`src/rtl/yolo_mem_pkg.sv`:
```
// Shared types and constants for the convolution window fetch path.
package yolo_mem_pkg;

  localparam int WIN_COLS  = 4;
  localparam int WIN_ROWS  = 3;
  localparam int WIN_BYTES = 12;
  localparam int ADDR_W    = 6;

  typedef enum logic [2:0] {
    ST_IDLE,
    ST_REQ,
    ST_WAIT,
    ST_HOLD,
    ST_DONE
  } fetch_state_t;

  function automatic logic [ADDR_W-1:0] win_addr(input logic [2:0] row,
                                                 input logic [2:0] col,
                                                 input int img_w);
    return ADDR_W'(int'(row) * img_w + int'(col));
  endfunction

endpackage

```
`src/rtl/win_pos_counter.sv`:
```
// Row-major window position counter; last flags the bottom-right window.
module win_pos_counter
  import yolo_mem_pkg::*;
#(
  parameter int IMG_W = 6,
  parameter int IMG_H = 6
) (
  input  logic       clk,
  input  logic       rst,
  input  logic       clear,
  input  logic       advance,
  output logic [2:0] row,
  output logic [2:0] col,
  output logic       last
);

  localparam logic [2:0] COL_MAX = 3'(IMG_W - WIN_COLS);
  localparam logic [2:0] ROW_MAX = 3'(IMG_H - WIN_ROWS);

  logic col_end;
  logic row_end;

  assign col_end = (col == COL_MAX);
  assign row_end = (row == ROW_MAX);
  assign last    = col_end && row_end;

  always_ff @(posedge clk) begin
    if (rst || clear) begin
      row <= '0;
      col <= '0;
    end else if (advance) begin
      if (!col_end) begin
        col <= col + 3'd1;
      end else if (!row_end) begin
        col <= '0;
        row <= row + 3'd1;
      end
    end
  end

endmodule

```
`src/rtl/conv_window_fetcher.sv`:
```
// Sweeps a 3x4-byte window across the image, fetching each from RAM and
// presenting it downstream with a valid/ready handshake.
//
// state | meaning
// IDLE  | waiting for start
// REQ   | need_Data high, address of current window on Needed_Addr
// WAIT  | RAM data arriving, captured at end of cycle
// HOLD  | win_valid high until win_ready
// DONE  | one-cycle done pulse
module conv_window_fetcher
  import yolo_mem_pkg::*;
#(
  parameter int IMG_W = 6,
  parameter int IMG_H = 6
) (
  input  logic                   clk,
  input  logic                   rst,
  input  logic                   start,
  output logic                   need_Data,
  output logic [ADDR_W-1:0]      Needed_Addr,
  input  logic [WIN_BYTES*8-1:0] ram_data,
  output logic [WIN_BYTES*8-1:0] win_data,
  output logic                   win_valid,
  input  logic                   win_ready,
  output logic [2:0]             win_row,
  output logic [2:0]             win_col,
  output logic                   busy,
  output logic                   done
);

  fetch_state_t state;
  logic [2:0]   row;
  logic [2:0]   col;
  logic         last;
  logic         clear;
  logic         advance;

  assign clear   = (state == ST_IDLE) && start;
  assign advance = (state == ST_HOLD) && win_ready && !last;

  win_pos_counter #(
    .IMG_W (IMG_W),
    .IMG_H (IMG_H)
  ) u_pos (
    .clk     (clk),
    .rst     (rst),
    .clear   (clear),
    .advance (advance),
    .row     (row),
    .col     (col),
    .last    (last)
  );

  // Position only moves on entry to REQ, so the address is stable elsewhere.
  assign Needed_Addr = win_addr(row, col, IMG_W);

  always_ff @(posedge clk) begin
    if (rst) begin
      state     <= ST_IDLE;
      need_Data <= 1'b0;
      win_data  <= '0;
      win_valid <= 1'b0;
      win_row   <= '0;
      win_col   <= '0;
      busy      <= 1'b0;
      done      <= 1'b0;
    end else begin
      case (state)
        ST_IDLE: begin
          if (start) begin
            state     <= ST_REQ;
            need_Data <= 1'b1;
            busy      <= 1'b1;
          end
        end
        ST_REQ: begin
          state     <= ST_WAIT;
          need_Data <= 1'b0;
        end
        ST_WAIT: begin
          state     <= ST_HOLD;
          win_data  <= ram_data;
          win_row   <= row;
          win_col   <= col;
          win_valid <= 1'b1;
        end
        ST_HOLD: begin
          if (win_ready) begin
            win_valid <= 1'b0;
            if (last) begin
              state <= ST_DONE;
              done  <= 1'b1;
            end else begin
              state     <= ST_REQ;
              need_Data <= 1'b1;
            end
          end
        end
        ST_DONE: begin
          state <= ST_IDLE;
          done  <= 1'b0;
          busy  <= 1'b0;
        end
        default: begin
          state     <= ST_IDLE;
          need_Data <= 1'b0;
          win_valid <= 1'b0;
          busy      <= 1'b0;
          done      <= 1'b0;
        end
      endcase
    end
  end

endmodule

```
`config.mk`:
```
export PLATFORM = sky130hd
export DESIGN_NAME = conv_window_fetcher
export DESIGN_NICKNAME = d
export VERILOG_FILES = /design/src/rtl/yolo_mem_pkg.sv /design/src/rtl/win_pos_counter.sv /design/src/rtl/conv_window_fetcher.sv
export SDC_FILE = /design/constraint.sdc
export NUM_CORES = 1
export LEC_CHECK = 0
export BUFFER_PORTS_ARGS = -buffer_cell sky130_fd_sc_hd__buf_2
export CORE_ASPECT_RATIO = 2
export CORE_MARGIN = 3
export CORE_UTILIZATION = 49
export DETAILED_ROUTE_END_ITERATION = 10
export HOLD_SLACK_MARGIN = 0.08
export PLACE_DENSITY = 0.86
export SLEW_MARGIN = 20
export SYNTH_ARGS = -nofsm -noshare
export SYNTH_HDL_FRONTEND = slang
export SYNTH_HIERARCHICAL = 1
export SYNTH_SLANG_ARGS = --single-unit
export TNS_END_PERCENT = 1
```
`constraint.sdc`:
```
create_clock -name clk -period 4.2 [get_ports clk]
set_input_delay 0.84 -clock clk [delete_from_list [all_inputs] [get_ports clk]]
set_output_delay 0.84 -clock clk [all_outputs]
set_load 0.02 [all_outputs]
```
==> results.ini, run 1 <==
[route]
viasPerCell = 5.15
first_iter_violations = 203
drtAntennaViolNets = 0
wl_per_cell_um = 14.2
first_pass_iters = 5
drt_wl_total_um = 11900
drc = 0
vias = 4311

[synth]
avgSynthCellArea_um2 = 8.16
synth-async-reset-ratio_pct = 0
syn_nets = 641
seq_area_frac_synth_pct = 53.0
synthFlopType = dfxtp_1
ys_warn_count = 6
synth_top_area_share_pct = 53.0
syn-cell-area_um2 = 4340
synth.distinct_cells = 35
synth_top_area_cell = dfxtp_1
synth_seq_cells = 115
netlist_top_cells_area = dfxtp_1, nand2_1, a21oi_1
synth_edf_count = 0
synth_cells = 532

[global_route]
grt_overflow = 0
antenna_found_initial = 0
grt_pass1_wl_um = 19300
grt_max_degree = 113
grt_pass1_vias = 4223
grt_use_total_pct = 24.0

[power_and_ir_drop]
total_power_mw = 2.99
p_leak_nw = 2.72
peakVddDrop_mv = 0.370
power_density_nw_per_um2 = 506

[placement]
gp_congestion = 0.808
place_ws_ns = 1.73
dp_hpwl_um = 8250
numPortBuffers = 211
dp.cells = 808

[flow_run]
maxCapViolations = 0

[clocking]
post_cts_buffers = 0
clkSinkCount = 115
ctsHoldBuffers = 0
clock_latency_ns = 0.40
cts_htree_levels = 4
cts_root_buf = clkbuf_16
cts_buffers = 17
clock_path_buffers = 2
cts_tree = yes
cts_resized = 0
clk_pin_slew_ns = 0.05

[sta]
period_needed_ns = 2.87
maxSlewHeadroom_pct = 28.8
max_freq_mhz = 348
setup_viol_count_final = 0
slew_viol_final = 0
setup_tns_ns = 0
rsz0062_at_grt = no
fin_ws_ns = 1.33
post-route-period-util_pct = 68.4
tightest_slew_ns = 1.07
hold_viol_final = 0
finalClockSkew_ns = 0.00777

[cells_and_area]
fin_util_pct = 68.2
antenna_cells = 0
drive_gt1_share_pct = 33.1
area_growth_pct = 35.9
nets = 836
layout_common_cells = nand2_1, buf_2, dfxtp_1
fillCellCount = 706
stdcell_count = 837

[floorplan]
die-area_um2 = 10100
die_h_um = 139
rows = 48
die_x_um = 72.6
start_util_pct = 50.2
design.core.area_um2 = 8650
ioPinCount = 212

[hold_path]
hp-class = reg -> reg

[outcome]
status = complete, no violations

[critical_path]
crit_arrival_ns = 2.03
cp-start-kind = register
path_class = reg -> out
rrSetupSlack_ns = 1.92
crit_required_ns = 3.36
end_kind = output pin
crit_path_max_fanout = 7

-- report_power, final --
group / switching, mW / total, mW / internal, mW
Clock: 0.447 / 1.43 / 0.983
Combinational: 0.240 / 0.364 / 0.124
Sequential: 0.0364 / 1.19 / 1.16
Total: 0.723 / 2.99 / 2.26
-- path summary, 6_finish.rpt --
path                              startpoint              to  cells after the start
worst max-delay path            u_pos/row[1]  Needed_Addr[5]                      5
worst min-delay path            win_data[84]    win_data[84]                      2
worst max register to register  u_pos/row[1]    u_pos/col[0]                      7
worst min register to register  win_data[84]    win_data[84]                      2
-- routing by layer --
layer	up-vias	routed length [um]	GRT usage, %
met1	1980	4090	24.5
met2	177	6680	42.4
met4	0	441	12.8
li1	2114	-	-
met3	40	712	6.75
met5	-	0	0
-- Yosys cell counts, types with 2 or more instances --
master and number:
a21oi_1 111, buf_2 15, buf_6 9, clkbuf_1 11, dfxtp_1 115, fa_1 2
ha_1 7, inv_1 5, nand2_1 210, nand2b_1 3, nand3b_1 2, nor2_1 6
nor3_1 4, nor4_1 2, o211ai_1 2, o21ai_0 5, or3_1 2, xnor2_1 3
xor2_1 2
-- registers in the layout, indices dropped and copies added, names as in the netlist --
register   cells
win_data      96
state          3
u_pos/col      3
u_pos/row      3
win_col        3
win_row        3
busy           1
done           1
need_Data      1
win_valid      1
-- per-stage QoR --
| stage | hold slack (ns) | instance area, um2 |
|---|---|---|
| 3_5_place_dp | 0.443 | 5310 |
| 3_3_place_gp | 0.439 | 5310 |
| 5_1_grt | 0.470 | 5900 |
| 2_1_floorplan | 0.487 | 4340 |
| 6_report | 0.450 | 5900 |
| 4_1_cts | 0.450 | 5900 |
-- critical path: stages (launching register included) --
cell and delay (ns):
dfxtp_1 0.48, ha_1 0.33, fa_1 0.44, nand2_1 0.09, xnor2_1 0.11, buf_2 0.18
-- cells by family (layout without fill, tap and decap cells) --
family	Yosys count	after routing	share of synthesized area, %
DFF	115	115	53.0
buffers and inverters	41	246	5.79
xor gates and xnor gates	5	5	1.01
muxes	1	1	0.230
adders and majority gates	9	9	2.94
and+or+nand+nor	238	238	22.4
AOI/OAI and AO/OA	123	123	14.6
-- cell type report --
cell class,count,area (um2),area share [%]
clock buffers,24,492,8.33
clock inverters,5,100,1.70
flip-flops and latches,115,2300,39.0
well taps,100,125,2.12
multi-input cells,376,1790,30.4
repair buffers,212,1070,18.1
inverters,5,18.8,0.318
No activity file was read; power rests on OpenSTA's default activity.
==> run 2: changes to the inputs <==
--- a/config.mk
+++ b/config.mk
@@ -8,10 +8,10 @@
 export BUFFER_PORTS_ARGS = -buffer_cell sky130_fd_sc_hd__buf_2
 export CORE_ASPECT_RATIO = 2
 export CORE_MARGIN = 3
-export CORE_UTILIZATION = 49
+export CORE_UTILIZATION = 46
 export DETAILED_ROUTE_END_ITERATION = 10
 export HOLD_SLACK_MARGIN = 0.08
-export PLACE_DENSITY = 0.86
+export PLACE_DENSITY = 0.82
 export SLEW_MARGIN = 20
 export SYNTH_ARGS = -nofsm -noshare
 export SYNTH_HDL_FRONTEND = slang
==> constraint.sdc (replaced) <==
create_clock -name clk -period 2.8 [get_ports clk]
set_input_delay 0.56 -clock clk [delete_from_list [all_inputs] [get_ports clk]]
set_output_delay 0.56 -clock clk [all_outputs]
set_load 0.02 [all_outputs]
==> run 2 against run 1 <==
Against the previous run:
- cell area grew 0.45%
- utilization shrank 2.9 points
- power up 46%
- worst setup slack worse by 1.2 ns
- via count shrank 1.1%
- clock skew increased by 0.0012 ns
- routed wire length increased by 2.4%
- worst hold slack got worse by 0.046 ns
- die area grew 6.1%
- clock-buffer cell count fell by 2
==> results.ini, run 2 (synthesis results as in run 1) <==
[outcome]
status = complete, no violations

[global_route]
met1_usage_pct = 20.9
grt_pass1_vias = 4047
antenna_found_initial = 0
grt_use_met3_pct = 6.16
grt_overflow = 0
grt_pass1_wl_um = 18500
grt_util_met2_pct = 42.2
top_usage_layer = met2
grt_use_total_pct = 22.2
grt_max_degree = 70

[power_and_ir_drop]
peakVddDrop_mv = 0.621
switchingPower_mw = 1.12
p_seq_share_pct = 41.1
power_density_nw_per_um2 = 734
p_leak_nw = 2.72
internal_power_mw = 3.23
combinationalPowerShare_pct = 12.8
swShare_pct = 25.7
clkPwrFrac_pct = 46.0

[route]
viasPerCell = 5.05
drt_wl_total_um = 12200
drc = 0
first_pass_iters = 5
drtAntennaViolNets = 0
wl_per_cell_um = 14.4
vias = 4264
first_iter_violations = 151

[critical_path]
crit_path_max_fanout = 7
end_kind = output pin
crit_buf_inv = 1
cp_cell_sequence = ha_1 -> fa_1 -> nand2_1 -> xnor2_1 -> buf_2
crit_required_ns = 2.24
slowest_delay_ns = 0.48
cp-start-kind = register
critPathTopFamily = adder cells
crit_arrival_ns = 2.07
path_class = reg -> out
crit_path_top_delay_cell = dfxtp_1

[cells_and_area]
antenna_cells = 0
largest_reg_flops = 96
nets = 840
drive_gt1_share_pct = 33.9
post-route-cell-area_um2 = 5930
layout_common_cells = nand2_1, buf_2, dfxtp_1
area_growth_pct = 36.5
register_area_um2 = 2300
fillCellCount = 774
largest-register = win_data
multi_input_area_um2 = 1790
stdcell_count = 845

[sta]
post-route-period-util_pct = 93.9
slew_viol_final = 0
setup_viol_count_final = 0
rsz0062_at_grt = no
max_freq_mhz = 380
setup_tns_ns = 0
fin_ws_ns = 0.171
maxSlewHeadroom_pct = 53.9
period_needed_ns = 2.63
hold_viol_final = 0
tightest_slew_ns = 0.692
finalClockSkew_ns = 0.00895

[floorplan]
die-area_um2 = 10700
design.core.area_um2 = 9070
ioPinCount = 212
start_util_pct = 47.9
die_h_um = 143
die_x_um = 74.7
rows = 49

[clocking]
clock_latency_ns = 0.39
clkSinkCount = 115
clock_path_buffers = 2
clk_pin_slew_ns = 0.05
ctsHoldBuffers = 0
cts_buffers = 17
post_cts_buffers = 0
cts_resized = 0
cts_tree = yes
cts_root_buf = clkbuf_16
cts_htree_levels = 4

[placement]
dp.cells = 814
place_ws_ns = 0.548
dpl_cell_area_um2 = 5360
numPortBuffers = 211
dp_hpwl_um = 8910
gp_congestion = 0.803

[hold_path]
hp-class = in -> reg

[flow_run]
maxCapViolations = 0

## run 2: routing by layer
metal	wire [um]	vias to the layer above
met5	0	-
met4	303	0
met3	569	28
met2	7010	141
met1	4320	1976
li1	-	2119
## run 2: power groups by stage
stage | logic, mW | registers [mW] | clock network [mW]
2_1_floorplan | 0.258 | 1.93 | 0
3_3_place_gp | 0.545 | 1.82 | 0
3_5_place_dp | 0.561 | 1.82 | 0
4_1_cts | 0.563 | 1.79 | 2.04
5_1_grt | 0.615 | 1.80 | 2.13
6_report | 0.558 | 1.79 | 2.00
## run 2: final timing paths
check	start	endpoint	slack [ns]	cells after the start
max	u_pos/row[1]	Needed_Addr[5]	0.17	5
min reg2reg	win_data[61]	win_data[61]	0.45	2
min	ram_data[91]	win_data[91]	0.40	3
max reg2reg	u_pos/row[2]	u_pos/row[2]	0.48	8
## run 2: stage by stage
step / hold slack (ns) / power, mW / util [%]
4_1_cts: 0.389 / 4.39 / 65.3
5_1_grt: 0.391 / 4.54 / 65.3
3_3_place_gp: 0.439 / 2.37 / 59.1
3_5_place_dp: 0.444 / 2.38 / 59.1
6_report: 0.405 / 4.35 / 65.3
2_1_floorplan: 0.487 / 2.19 / -
## run 2: layout make-up
cell class	instances	area share, %
Sequential cell	115	38.8
Multi-Input combinational cell	376	30.3
Timing Repair Buffer	216	18.9
Inverter	5	0.317
Clock inverter	9	1.35
Tap cell	102	2.15
Clock buffer	22	8.17
## run 2: tightest hold or removal path, cell delays in order
cell	delay [ns]
buf_2	0.09
nand2_1	0.04
a21oi_1	0.05
